<file path="src/rtl/hazard_ctrl_pkg.sv">
// Shared types and constants for the pipeline hazard control unit.
package CPU_hazard_pkg;

    typedef enum logic {
        RUN,
        DRAIN
    } hazard_state_t;

    typedef struct packed {
        logic pc_stall;
        logic if_id_stall;
        logic if_id_flush;
        logic id_ex_stall;
        logic id_ex_flush;
        logic ex_mem_stall;
        logic mem_wb_flush;
    } hazard_ctrl_t;

    localparam int REG_ZERO = 0;

endpackage

</file>
<file path="src/rtl/hazard_ctrl_if.sv">
// Pipeline-side hazard inputs and per-stage stall/flush outputs of the hazard unit.
interface hazard_ctrl_if #(
    parameter int REG_ADDR_W = 5,
    parameter int CNT_W      = 32
);
    logic [REG_ADDR_W-1:0] id_rs1;
    logic [REG_ADDR_W-1:0] id_rs2;
    logic                  id_use_rs1;
    logic                  id_use_rs2;
    logic [REG_ADDR_W-1:0] ex_rd;
    logic                  ex_is_load;
    logic                  ex_branch_taken;
    logic                  imem_req;
    logic                  imem_ready;
    logic                  dmem_req;
    logic                  dmem_ready;

    logic                  pc_stall;
    logic                  if_id_stall;
    logic                  if_id_flush;
    logic                  id_ex_stall;
    logic                  id_ex_flush;
    logic                  ex_mem_stall;
    logic                  mem_wb_flush;
    logic                  drain_active;
    logic [CNT_W-1:0]      stall_cycles;
    logic [CNT_W-1:0]      flush_events;

    modport master (
        output id_rs1, id_rs2, id_use_rs1, id_use_rs2, ex_rd, ex_is_load,
               ex_branch_taken, imem_req, imem_ready, dmem_req, dmem_ready,
        input  pc_stall, if_id_stall, if_id_flush, id_ex_stall, id_ex_flush,
               ex_mem_stall, mem_wb_flush, drain_active, stall_cycles, flush_events
    );

    modport slave (
        input  id_rs1, id_rs2, id_use_rs1, id_use_rs2, ex_rd, ex_is_load,
               ex_branch_taken, imem_req, imem_ready, dmem_req, dmem_ready,
        output pc_stall, if_id_stall, if_id_flush, id_ex_stall, id_ex_flush,
               ex_mem_stall, mem_wb_flush, drain_active, stall_cycles, flush_events
    );

endinterface

</file>
<file path="src/rtl/hazard_ctrl_perf_cnt.sv">
// Saturating event counter; holds at all-ones instead of wrapping.
module hazard_perf_cnt #(
    parameter int CNT_W = 32
) (
    input  logic             clk,
    input  logic             rst,
    input  logic             inc,
    output logic [CNT_W-1:0] count
);

    always_ff @(posedge clk or posedge rst) begin
        if (rst) begin
            count <= '0;
        end else if (inc && (count != {CNT_W{1'b1}})) begin
            count <= count + CNT_W'(1);
        end
    end

endmodule

</file>
<file path="src/rtl/hazard_ctrl.sv">
// Pipeline hazard control: per-stage stall/flush generation, stale-fetch drain FSM
// and saturating stall/flush performance counters.
module hazard_ctrl
    import CPU_hazard_pkg::*;
#(
    parameter int REG_ADDR_W = 5,
    parameter int CNT_W      = 32
) (
    input  logic          ACLK,
    input  logic          ARESET,
    hazard_ctrl_if.slave  hif
);

    hazard_state_t state;
    hazard_state_t state_next;
    hazard_ctrl_t  ctrl;
    logic          dmem_busy;
    logic          imem_busy;
    logic          load_use;
    logic          flush_inc;

    assign dmem_busy = hif.dmem_req & ~hif.dmem_ready;
    assign imem_busy = hif.imem_req & ~hif.imem_ready;

    assign load_use = hif.ex_is_load
                    & (hif.ex_rd != REG_ADDR_W'(REG_ZERO))
                    & ((hif.id_use_rs1 & (hif.id_rs1 == hif.ex_rd))
                     | (hif.id_use_rs2 & (hif.id_rs2 == hif.ex_rd)));

    // A data-memory wait freezes everything, so branch and load-use are simply deferred.
    always_comb begin
        ctrl       = '0;
        state_next = state;
        flush_inc  = 1'b0;
        case (state)
            RUN: begin
                if (dmem_busy) begin
                    ctrl.pc_stall     = 1'b1;
                    ctrl.if_id_stall  = 1'b1;
                    ctrl.id_ex_stall  = 1'b1;
                    ctrl.ex_mem_stall = 1'b1;
                    ctrl.mem_wb_flush = 1'b1;
                end else if (hif.ex_branch_taken) begin
                    ctrl.if_id_flush = 1'b1;
                    ctrl.id_ex_flush = 1'b1;
                    flush_inc        = 1'b1;
                    if (imem_busy) begin
                        state_next = DRAIN;
                    end
                end else if (load_use) begin
                    ctrl.pc_stall    = 1'b1;
                    ctrl.if_id_stall = 1'b1;
                    ctrl.id_ex_flush = 1'b1;
                end else if (imem_busy) begin
                    ctrl.pc_stall    = 1'b1;
                    ctrl.if_id_flush = 1'b1;
                end
            end
            DRAIN: begin
                // IF/ID only holds a bubble here, so it is flushed rather than stalled.
                ctrl.pc_stall    = 1'b1;
                ctrl.if_id_flush = 1'b1;
                if (dmem_busy) begin
                    ctrl.id_ex_stall  = 1'b1;
                    ctrl.ex_mem_stall = 1'b1;
                    ctrl.mem_wb_flush = 1'b1;
                end
                if (hif.imem_ready) begin
                    state_next = RUN;
                end
            end
            default: begin
                state_next = RUN;
            end
        endcase
        if (ARESET) begin
            ctrl      = '0;
            flush_inc = 1'b0;
        end
    end

    always_ff @(posedge ACLK or posedge ARESET) begin
        if (ARESET) begin
            state <= RUN;
        end else begin
            state <= state_next;
        end
    end

    assign hif.pc_stall     = ctrl.pc_stall;
    assign hif.if_id_stall  = ctrl.if_id_stall;
    assign hif.if_id_flush  = ctrl.if_id_flush;
    assign hif.id_ex_stall  = ctrl.id_ex_stall;
    assign hif.id_ex_flush  = ctrl.id_ex_flush;
    assign hif.ex_mem_stall = ctrl.ex_mem_stall;
    assign hif.mem_wb_flush = ctrl.mem_wb_flush;
    assign hif.drain_active = (state == DRAIN);

    hazard_perf_cnt #(.CNT_W(CNT_W)) u_stall_cnt (
        .clk   (ACLK),
        .rst   (ARESET),
        .inc   (ctrl.pc_stall),
        .count (hif.stall_cycles)
    );

    hazard_perf_cnt #(.CNT_W(CNT_W)) u_flush_cnt (
        .clk   (ACLK),
        .rst   (ARESET),
        .inc   (flush_inc),
        .count (hif.flush_events)
    );

endmodule

</file>
<file path="src/flat_wrapper.sv">
// flat-port wrapper written by rule: the top's interface ports become plain ports
module hazard_ctrl_flat import CPU_hazard_pkg::*;
#(
    parameter int REG_ADDR_W = 5,
    parameter int CNT_W      = 32
)
  (ACLK, ARESET, hif_id_rs1, hif_id_rs2, hif_id_use_rs1, hif_id_use_rs2, hif_ex_rd, hif_ex_is_load, hif_ex_branch_taken, hif_imem_req, hif_imem_ready, hif_dmem_req, hif_dmem_ready, hif_pc_stall, hif_if_id_stall, hif_if_id_flush, hif_id_ex_stall, hif_id_ex_flush, hif_ex_mem_stall, hif_mem_wb_flush, hif_drain_active, hif_stall_cycles, hif_flush_events);
  hazard_ctrl_if #(.REG_ADDR_W(REG_ADDR_W), .CNT_W(CNT_W)) hif_i ();
  input  logic ACLK;
  input  logic ARESET;
  input wire logic [$bits(hif_i.id_rs1)-1:0] hif_id_rs1;
  input wire logic [$bits(hif_i.id_rs2)-1:0] hif_id_rs2;
  input wire logic [$bits(hif_i.id_use_rs1)-1:0] hif_id_use_rs1;
  input wire logic [$bits(hif_i.id_use_rs2)-1:0] hif_id_use_rs2;
  input wire logic [$bits(hif_i.ex_rd)-1:0] hif_ex_rd;
  input wire logic [$bits(hif_i.ex_is_load)-1:0] hif_ex_is_load;
  input wire logic [$bits(hif_i.ex_branch_taken)-1:0] hif_ex_branch_taken;
  input wire logic [$bits(hif_i.imem_req)-1:0] hif_imem_req;
  input wire logic [$bits(hif_i.imem_ready)-1:0] hif_imem_ready;
  input wire logic [$bits(hif_i.dmem_req)-1:0] hif_dmem_req;
  input wire logic [$bits(hif_i.dmem_ready)-1:0] hif_dmem_ready;
  output wire logic [$bits(hif_i.pc_stall)-1:0] hif_pc_stall;
  output wire logic [$bits(hif_i.if_id_stall)-1:0] hif_if_id_stall;
  output wire logic [$bits(hif_i.if_id_flush)-1:0] hif_if_id_flush;
  output wire logic [$bits(hif_i.id_ex_stall)-1:0] hif_id_ex_stall;
  output wire logic [$bits(hif_i.id_ex_flush)-1:0] hif_id_ex_flush;
  output wire logic [$bits(hif_i.ex_mem_stall)-1:0] hif_ex_mem_stall;
  output wire logic [$bits(hif_i.mem_wb_flush)-1:0] hif_mem_wb_flush;
  output wire logic [$bits(hif_i.drain_active)-1:0] hif_drain_active;
  output wire logic [$bits(hif_i.stall_cycles)-1:0] hif_stall_cycles;
  output wire logic [$bits(hif_i.flush_events)-1:0] hif_flush_events;
  assign hif_i.id_rs1 = hif_id_rs1;
  assign hif_i.id_rs2 = hif_id_rs2;
  assign hif_i.id_use_rs1 = hif_id_use_rs1;
  assign hif_i.id_use_rs2 = hif_id_use_rs2;
  assign hif_i.ex_rd = hif_ex_rd;
  assign hif_i.ex_is_load = hif_ex_is_load;
  assign hif_i.ex_branch_taken = hif_ex_branch_taken;
  assign hif_i.imem_req = hif_imem_req;
  assign hif_i.imem_ready = hif_imem_ready;
  assign hif_i.dmem_req = hif_dmem_req;
  assign hif_i.dmem_ready = hif_dmem_ready;
  assign hif_pc_stall = hif_i.pc_stall;
  assign hif_if_id_stall = hif_i.if_id_stall;
  assign hif_if_id_flush = hif_i.if_id_flush;
  assign hif_id_ex_stall = hif_i.id_ex_stall;
  assign hif_id_ex_flush = hif_i.id_ex_flush;
  assign hif_ex_mem_stall = hif_i.ex_mem_stall;
  assign hif_mem_wb_flush = hif_i.mem_wb_flush;
  assign hif_drain_active = hif_i.drain_active;
  assign hif_stall_cycles = hif_i.stall_cycles;
  assign hif_flush_events = hif_i.flush_events;
  hazard_ctrl #(.REG_ADDR_W(REG_ADDR_W), .CNT_W(CNT_W)) u_core (.ACLK(ACLK), .ARESET(ARESET), .hif(hif_i));
endmodule
</file>
<file path="config.mk">
export PLATFORM = sky130hd
export DESIGN_NAME = hazard_ctrl_flat
export DESIGN_NICKNAME = d
export VERILOG_FILES = /design/src/rtl/hazard_ctrl_pkg.sv /design/src/rtl/hazard_ctrl_if.sv /design/src/rtl/hazard_ctrl_perf_cnt.sv /design/src/rtl/hazard_ctrl.sv /design/src/flat_wrapper.sv
export SDC_FILE = /design/constraint.sdc
export NUM_CORES = 1
export LEC_CHECK = 0
export CELL_PAD_IN_SITES_DETAIL_PLACEMENT = 0
export CELL_PAD_IN_SITES_GLOBAL_PLACEMENT = 1
export CORE_ASPECT_RATIO = 1.75
export CORE_MARGIN = 10
export CORE_UTILIZATION = 39
export DETAILED_ROUTE_END_ITERATION = 8
export GPL_TIMING_DRIVEN = 0
export PLACE_DENSITY = 0.84
export SYNTH_ARGS = -nofsm -noshare
export SYNTH_HDL_FRONTEND = slang
export SYNTH_SLANG_ARGS = --single-unit
</file>
<file path="constraint.sdc">
create_clock -name ACLK -period 5.5 [get_ports ACLK]
set_input_delay 0.825 -clock ACLK [delete_from_list [all_inputs] [get_ports ACLK]]
set_output_delay 0.825 -clock ACLK [all_outputs]
set_load 0.02 [all_outputs]
</file>
==> impl_metrics.json, run 1 <==
{
  "status": "finished clean",
  "start_util_pct": 39.6,
  "grt_max_degree": 68,
  "final_core_util_pct": 56.0,
  "n_fill_cell": 792,
  "drc": 0,
  "async_flop_share_pct": 100,
  "insertion_delay_ns": 0.33,
  "cp.required_ns": 4.68,
  "dpl.hpwl_mm": 7.20,
  "top_usage_layer": "met2",
  "worstMarginPinSlew_ns": 0.829,
  "crit_path_max_incr_delay_ns": 0.66,
  "fin_skew_ns": 0.00499,
  "syn_area_per_cell_um2": 10.3,
  "setup_ws_ns": 1.30,
  "ys_ff_latch": 65,
  "ant_nets": 0,
  "synth_cell_types": 47,
  "antennaDiodeCount": 0,
  "hold_viol": 0,
  "first_global_vias": 3102,
  "clk_pin_slew_ns": 0.05,
  "clockBufferDepth": 2,
  "coreArea_um2": 8560,
  "vias": 2864,
  "grtUsageMet3_pct": 4.86,
  "cts_htree_levels": 3,
  "area_growth_pct": 41.5,
  "cp_top_family": "buffers and inverters",
  "grt_util_met1_pct": 15.2,
  "drt_iter0_drc": 79,
  "fin_cells": 557,
  "nets": 463,
  "worst_setup_path_end_kind": "output pin",
  "rsz0062_at_grt": "no",
  "cts_buffers": 9,
  "dp_cells": 542,
  "die_y_um": 143,
  "cts.repair.resized": 0,
  "yosysSeqAreaShare_pct": 48.0,
  "finalWirelength_mm": 9.33,
  "finalMaxSlewViolations": 0,
  "yosys_warnings": 0,
  "clock_sinks": 65,
  "place_ws_ns": 1.19,
  "place.gp.congestion": 0.813,
  "post_cts_buffers": 0,
  "synth_flop_cell": "dfrtp_1",
  "power_density_nw_per_um2": 333,
  "wl_per_cell_um": 16.8,
  "cts_tree": "yes",
  "grt_use_total_pct": 15.2,
  "postSynthNetCount": 356,
  "overflow": 0,
  "ctsHoldBuffers": 0,
  "layout-drive-gt1-share_pct": 8.64,
  "die_w_um": 90.5,
  "cts_root_buf": "clkbuf_16",
  "detail_route.first_pass.iterations": 4,
  "period_needed_ns": 4.20,
  "cap_viol_max_count": 0,
  "critPathKind": "in2out",
  "startpoint_type": "input pin",
  "portBuffers": 96,
  "slew_headroom_pct": 44.8,
  "synth-edff-count": 0,
  "crit_chain": "clkdlybuf4s50_1 -> inv_4 -> a41o_1 -> a21oi_2 -> buf_2 -> inv_1 -> clkdlybuf4s50_1",
  "critPathMaxFanout": 67,
  "num_io_pins": 97,
  "dieArea_um2": 13000,
  "fmaxAchievable_mhz": 238,
  "min_path_type": "reg2reg",
  "fin_crit_sh_pct": 76.3,
  "via_per_inst": 5.14,
  "peakVddDrop_mv": 0.311,
  "timing.hold.ws_ns": 0.487,
  "path_buf_inv": 5,
  "crit_path_frequent_cell": "clkdlybuf4s50_1",
  "std_cell_rows": 45,
  "netlist_instances": 329,
  "setup_viol": 0,
  "crit_arrival_ns": 3.37,
  "grt_use_met2_pct": 28.1,
  "grt_pass1_wl_mm": 15.8,
  "synth_area_um2": 3390,
  "cp_slowest_cell": "clkdlybuf4s50_1",
  "leakagePower_nw": 1.97,
  "antenna_found_initial": 0
}
layer usage:
layer  up-vias  wire (um)
met5         -          0
met4         0        165
met3        14        511
met2        78       5160
met1      1406       3490
li1       1366          -
sequential cells by signal (all words and copies together) (netlist names):
| signal | count |
|---|---|
| u_core.u_stall_cnt.count | 32 |
| u_core.hif.drain_active | 1 |
| u_core.u_flush_cnt.count | 32 |
cells in the final DEF, fill, tap and decap left out, drive strengths merged, types with 3 or more instances in the layout:
cell            n
clkbuf         15
clkdlybuf4s50  96
dfrtp          65
and2            4
and3            8
nor4           22
xnor2          33
nand2          32
xor2           37
nand3          28
nor2           16
mux2            3
and4            4
nand4          15
a21oi           4
inv            10
nor3           13
buf             8
Yosys cell counts (3+ instances only):
master / n / area share, %
buf_4: 3 / 0.66
dfrtp_1: 65 / 48
buf_2: 3 / 0.44
nand4_1: 14 / 2.6
a21oi_1: 3 / 0.44
nor4_2: 3 / 1.1
nor3_1: 12 / 1.8
xor2_1: 37 / 9.6
and3_1: 8 / 1.5
inv_1: 10 / 1.1
and2_1: 4 / 0.74
clkbuf_1: 3 / 0.33
nor4_1: 19 / 3.5
and4_1: 4 / 1.0
xnor2_1: 33 / 8.5
nand2_1: 32 / 3.5
nor2_1: 15 / 1.7
nand3_1: 27 / 4.0
path summary, 6_finish.rpt:
path	end	slack (ns)	startpoint	depth (start not counted)
max	hif_pc_stall	1.30	ARESET	7
min	u_core.u_flush_cnt.count[11]$_DFFE_PP0P_	0.49	u_core.u_flush_cnt.count[11]$_DFFE_PP0P_	1
max reg2reg	u_core.u_stall_cnt.count[24]$_DFFE_PP0P_	3.03	u_core.u_stall_cnt.count[0]$_DFFE_PP0P_	7
min reg2reg	u_core.u_flush_cnt.count[11]$_DFFE_PP0P_	0.49	u_core.u_flush_cnt.count[11]$_DFFE_PP0P_	1
max in group asynchronous	u_core.u_flush_cnt.count[28]$_DFFE_PP0P_	3.74	ARESET	2
min in group asynchronous	u_core.u_flush_cnt.count[18]$_DFFE_PP0P_	1.20	ARESET	2
kinds of logic (layout without fill, tap and decap cells):
| kind of cell | count (synthesis) | after routing | synth area share, % |
|---|---|---|---|
| simple gates | 156 | 156 | 26.5 |
| mux | 4 | 4 | 1.40 |
| fa+ha+maj | 2 | 2 | 0.738 |
| compound gates | 11 | 11 | 2.10 |
| xor+xnor | 70 | 70 | 18.1 |
| flops | 65 | 65 | 48.0 |
| buf+inv | 21 | 132 | 3.21 |
power by group:
part           switching, W  internal [W]
clock network      0.000198      0.000371
registers         0.0000979      0.000541
logic              0.000202      0.000189
final cells by class:
type | instances | area (um2) | area share, %
Tap cell | 117 | 146 | 3.05
Timing Repair Buffer | 96 | 961 | 20.0
Inverter | 10 | 40.0 | 0.835
Clock inverter | 3 | 40.0 | 0.835
Sequential cell | 65 | 1630 | 33.9
Buffer | 11 | 71.3 | 1.49
Clock buffer | 12 | 256 | 5.35
Multi-Input combinational cell | 243 | 1650 | 34.5
stage by stage:
| step | area, um2 | power [W] | setup TNS, ns |
|---|---|---|---|
| floorplan | 3390 | 0.000824 | 0 |
| global placement | 4500 | 0.00103 | -0.0439 |
| detailed placement | 4500 | 0.00104 | 0 |
| CTS | 4800 | 0.00162 | 0 |
| global route | 4800 | 0.00168 | 0 |
| finish | 4800 | 0.00160 | 0 |
(Power assumes the default switching activity.)
==> inputs of run 2 (changes only) <==
- CORE_UTILIZATION: 39 -> 36
- PLACE_DENSITY: 0.84 -> 0.79
- clock period: 5.5 -> 4 ns (I/O delays scaled with it)
==> impl_metrics.json, run 2 (synthesis results as in run 1) <==
{
  "status": "finished clean",
  "vias": 2862,
  "slew_headroom_pct": 43.8,
  "overflow": 0,
  "place.gp.congestion": 0.776,
  "insertion_delay_ns": 0.33,
  "std_cell_rows": 46,
  "post_dp_cell_area_um2": 4500,
  "coreArea_um2": 9150,
  "switchingPower_w": 0.000687,
  "layout-drive-gt1-share_pct": 8.84,
  "antennaDiodeCount": 0,
  "drc": 0,
  "peakVddDrop_mv": 0.307,
  "multiInputGateArea_um2": 1650,
  "finalWirelength_mm": 9.45,
  "path_buf_inv": 5,
  "critPathMaxFanout": 67,
  "via_per_inst": 5.10,
  "fin_skew_ns": 0.00564,
  "area_growth_pct": 42.3,
  "cts_root_buf": "clkbuf_16",
  "fmaxAchievable_mhz": 262,
  "cts_tree": "yes",
  "clk_pin_slew_ns": 0.05,
  "power.share.sequential_pct": 38.7,
  "cp_top_family": "buffers and inverters",
  "reg2reg_from": "u_core.u_stall_cnt.count[0]$_DFFE_PP0P_",
  "worst_setup_path_end_kind": "output pin",
  "post_cts_buffers": 0,
  "worstMarginPinSlew_ns": 0.842,
  "combPwrFrac_pct": 23.8,
  "portBuffers": 96,
  "dpl.hpwl_mm": 7.31,
  "critPathKind": "in2out",
  "crit_arrival_ns": 3.22,
  "grt_max_degree": 68,
  "startpoint_type": "input pin",
  "nets": 463,
  "first_global_vias": 3024,
  "rsz0062_at_grt": "no",
  "cts_buffers": 9,
  "final_common_cell": "clkdlybuf4s50_1",
  "crit_path_max_incr_delay_ns": 0.65,
  "period_needed_ns": 3.82,
  "start_util_pct": 37.0,
  "cts.repair.resized": 0,
  "setup_viol": 0,
  "most-common-layout-cells": "clkdlybuf4s50_1 (96), dfrtp_1 (65), xor2_1 (37)",
  "grt_pass1_wl_mm": 15.4,
  "cp_slowest_cell": "clkdlybuf4s50_1",
  "ant_nets": 0,
  "min-delay-start": "u_core.u_stall_cnt.count[11]$_DFFE_PP0P_",
  "grt_use_total_pct": 14.2,
  "n_fill_cell": 843,
  "cap_viol_max_count": 0,
  "finalMaxSlewViolations": 0,
  "clock_sinks": 65,
  "min_path_type": "reg2reg",
  "cp.required_ns": 3.40,
  "crit_path_frequent_cell": "clkdlybuf4s50_1",
  "clockBufferDepth": 2,
  "power_density_nw_per_um2": 467,
  "die_w_um": 93.4,
  "detail_route.first_pass.iterations": 4,
  "antenna_found_initial": 0,
  "ctsHoldBuffers": 0,
  "seqCellArea_um2": 1630,
  "fin_crit_sh_pct": 95.5,
  "crit_start": "ARESET",
  "wl_per_cell_um": 16.8,
  "p_clk_share_pct": 37.5,
  "postLayoutCellArea_um2": 4820,
  "finalPower_w": 0.00225,
  "die_y_um": 148,
  "cts_htree_levels": 3,
  "hold_viol": 0,
  "leakagePower_nw": 1.98,
  "num_io_pins": 97,
  "p_int_w": 0.00156,
  "drt_iter0_drc": 49,
  "switching_share_pct": 30.5,
  "crit_chain": "clkdlybuf4s50_1 -> inv_4 -> a41o_1 -> a21oi_2 -> buf_2 -> inv_1 -> clkdlybuf4s50_1",
  "dieArea_um2": 13800
}
==> run 2: cell count changes in the layout (fill, tap and decap cells not counted), sizes merged <==
cell    change
clkinv      +1
clkbuf      -1
bufinv      +1
==> run 2: area by class of cell <==
type	count	share of cell area, %
buffer	11	1.48
clock buffer	11	5.03
timing repair buffer	96	19.9
inverter	10	0.830
clock inverter	5	1.63
tap	120	3.11
multi-input combinational	243	34.3
sequential	65	33.7
==> run 2: stage by stage <==
stage          setup slack, ns  std cells  setup TNS (ns)  utilization, %  hold slack (ns)
5_1_grt                0.00831        561               0            52.7            0.506
6_report                 0.179        561               0            52.7            0.491
3_3_place_gp             -1.12        545          -14.65            49.2            0.480
4_1_cts                  0.175        561               0            52.7            0.497
2_1_floorplan            0.714        329               0               -            0.590
3_5_place_dp             0.192        545               0            49.2            0.485
==> run 2: per-layer routing <==
metal / global-route usage, % / up-vias / routed length [um]
met5: 0 / - / 0
li1: - / 1364 / -
met4: 7.67 / 0 / 308
met2: 25.6 / 86 / 5210
met1: 13.7 / 1391 / 3290
met3: 4.74 / 21 / 642
==> run 2: final timing paths <==
path	end	slack [ns]	cells past startpoint
worst min-delay path	u_core.u_stall_cnt.count[11]$_DFFE_PP0P_	0.49	1
worst min register to register	u_core.u_stall_cnt.count[11]$_DFFE_PP0P_	0.49	1
worst max register to register	u_core.u_stall_cnt.count[24]$_DFFE_PP0P_	1.58	7
min in group asynchronous	u_core.u_flush_cnt.count[19]$_DFFE_PP0P_	0.97	2
worst max-delay path	hif_pc_stall	0.18	7
max in group asynchronous	u_core.u_stall_cnt.count[17]$_DFFE_PP0P_	2.46	2
==> run 2: worst reg2reg max path, stage by stage (launching register included) <==
cell and delay [ns]:
dfrtp_1 0.50, ha_1 0.20, clkbuf_1 0.31, nand3_1 0.22
or2_1 0.34, or4b_1 0.49, nor2_1 0.13, xor2_1 0.16
==> run 2: power groups by stage <==
| stage | clock, W | combinational, W | sequential [W] |
|---|---|---|---|
| after floorplan | 0 | 0.000175 | 0.000958 |
| after global placement | 0 | 0.000538 | 0.000881 |
| after detailed placement | 0 | 0.000541 | 0.000881 |
| after CTS | 0.000858 | 0.000545 | 0.000873 |
| after global routing | 0.000887 | 0.000583 | 0.000892 |
| final | 0.000845 | 0.000535 | 0.000871 |
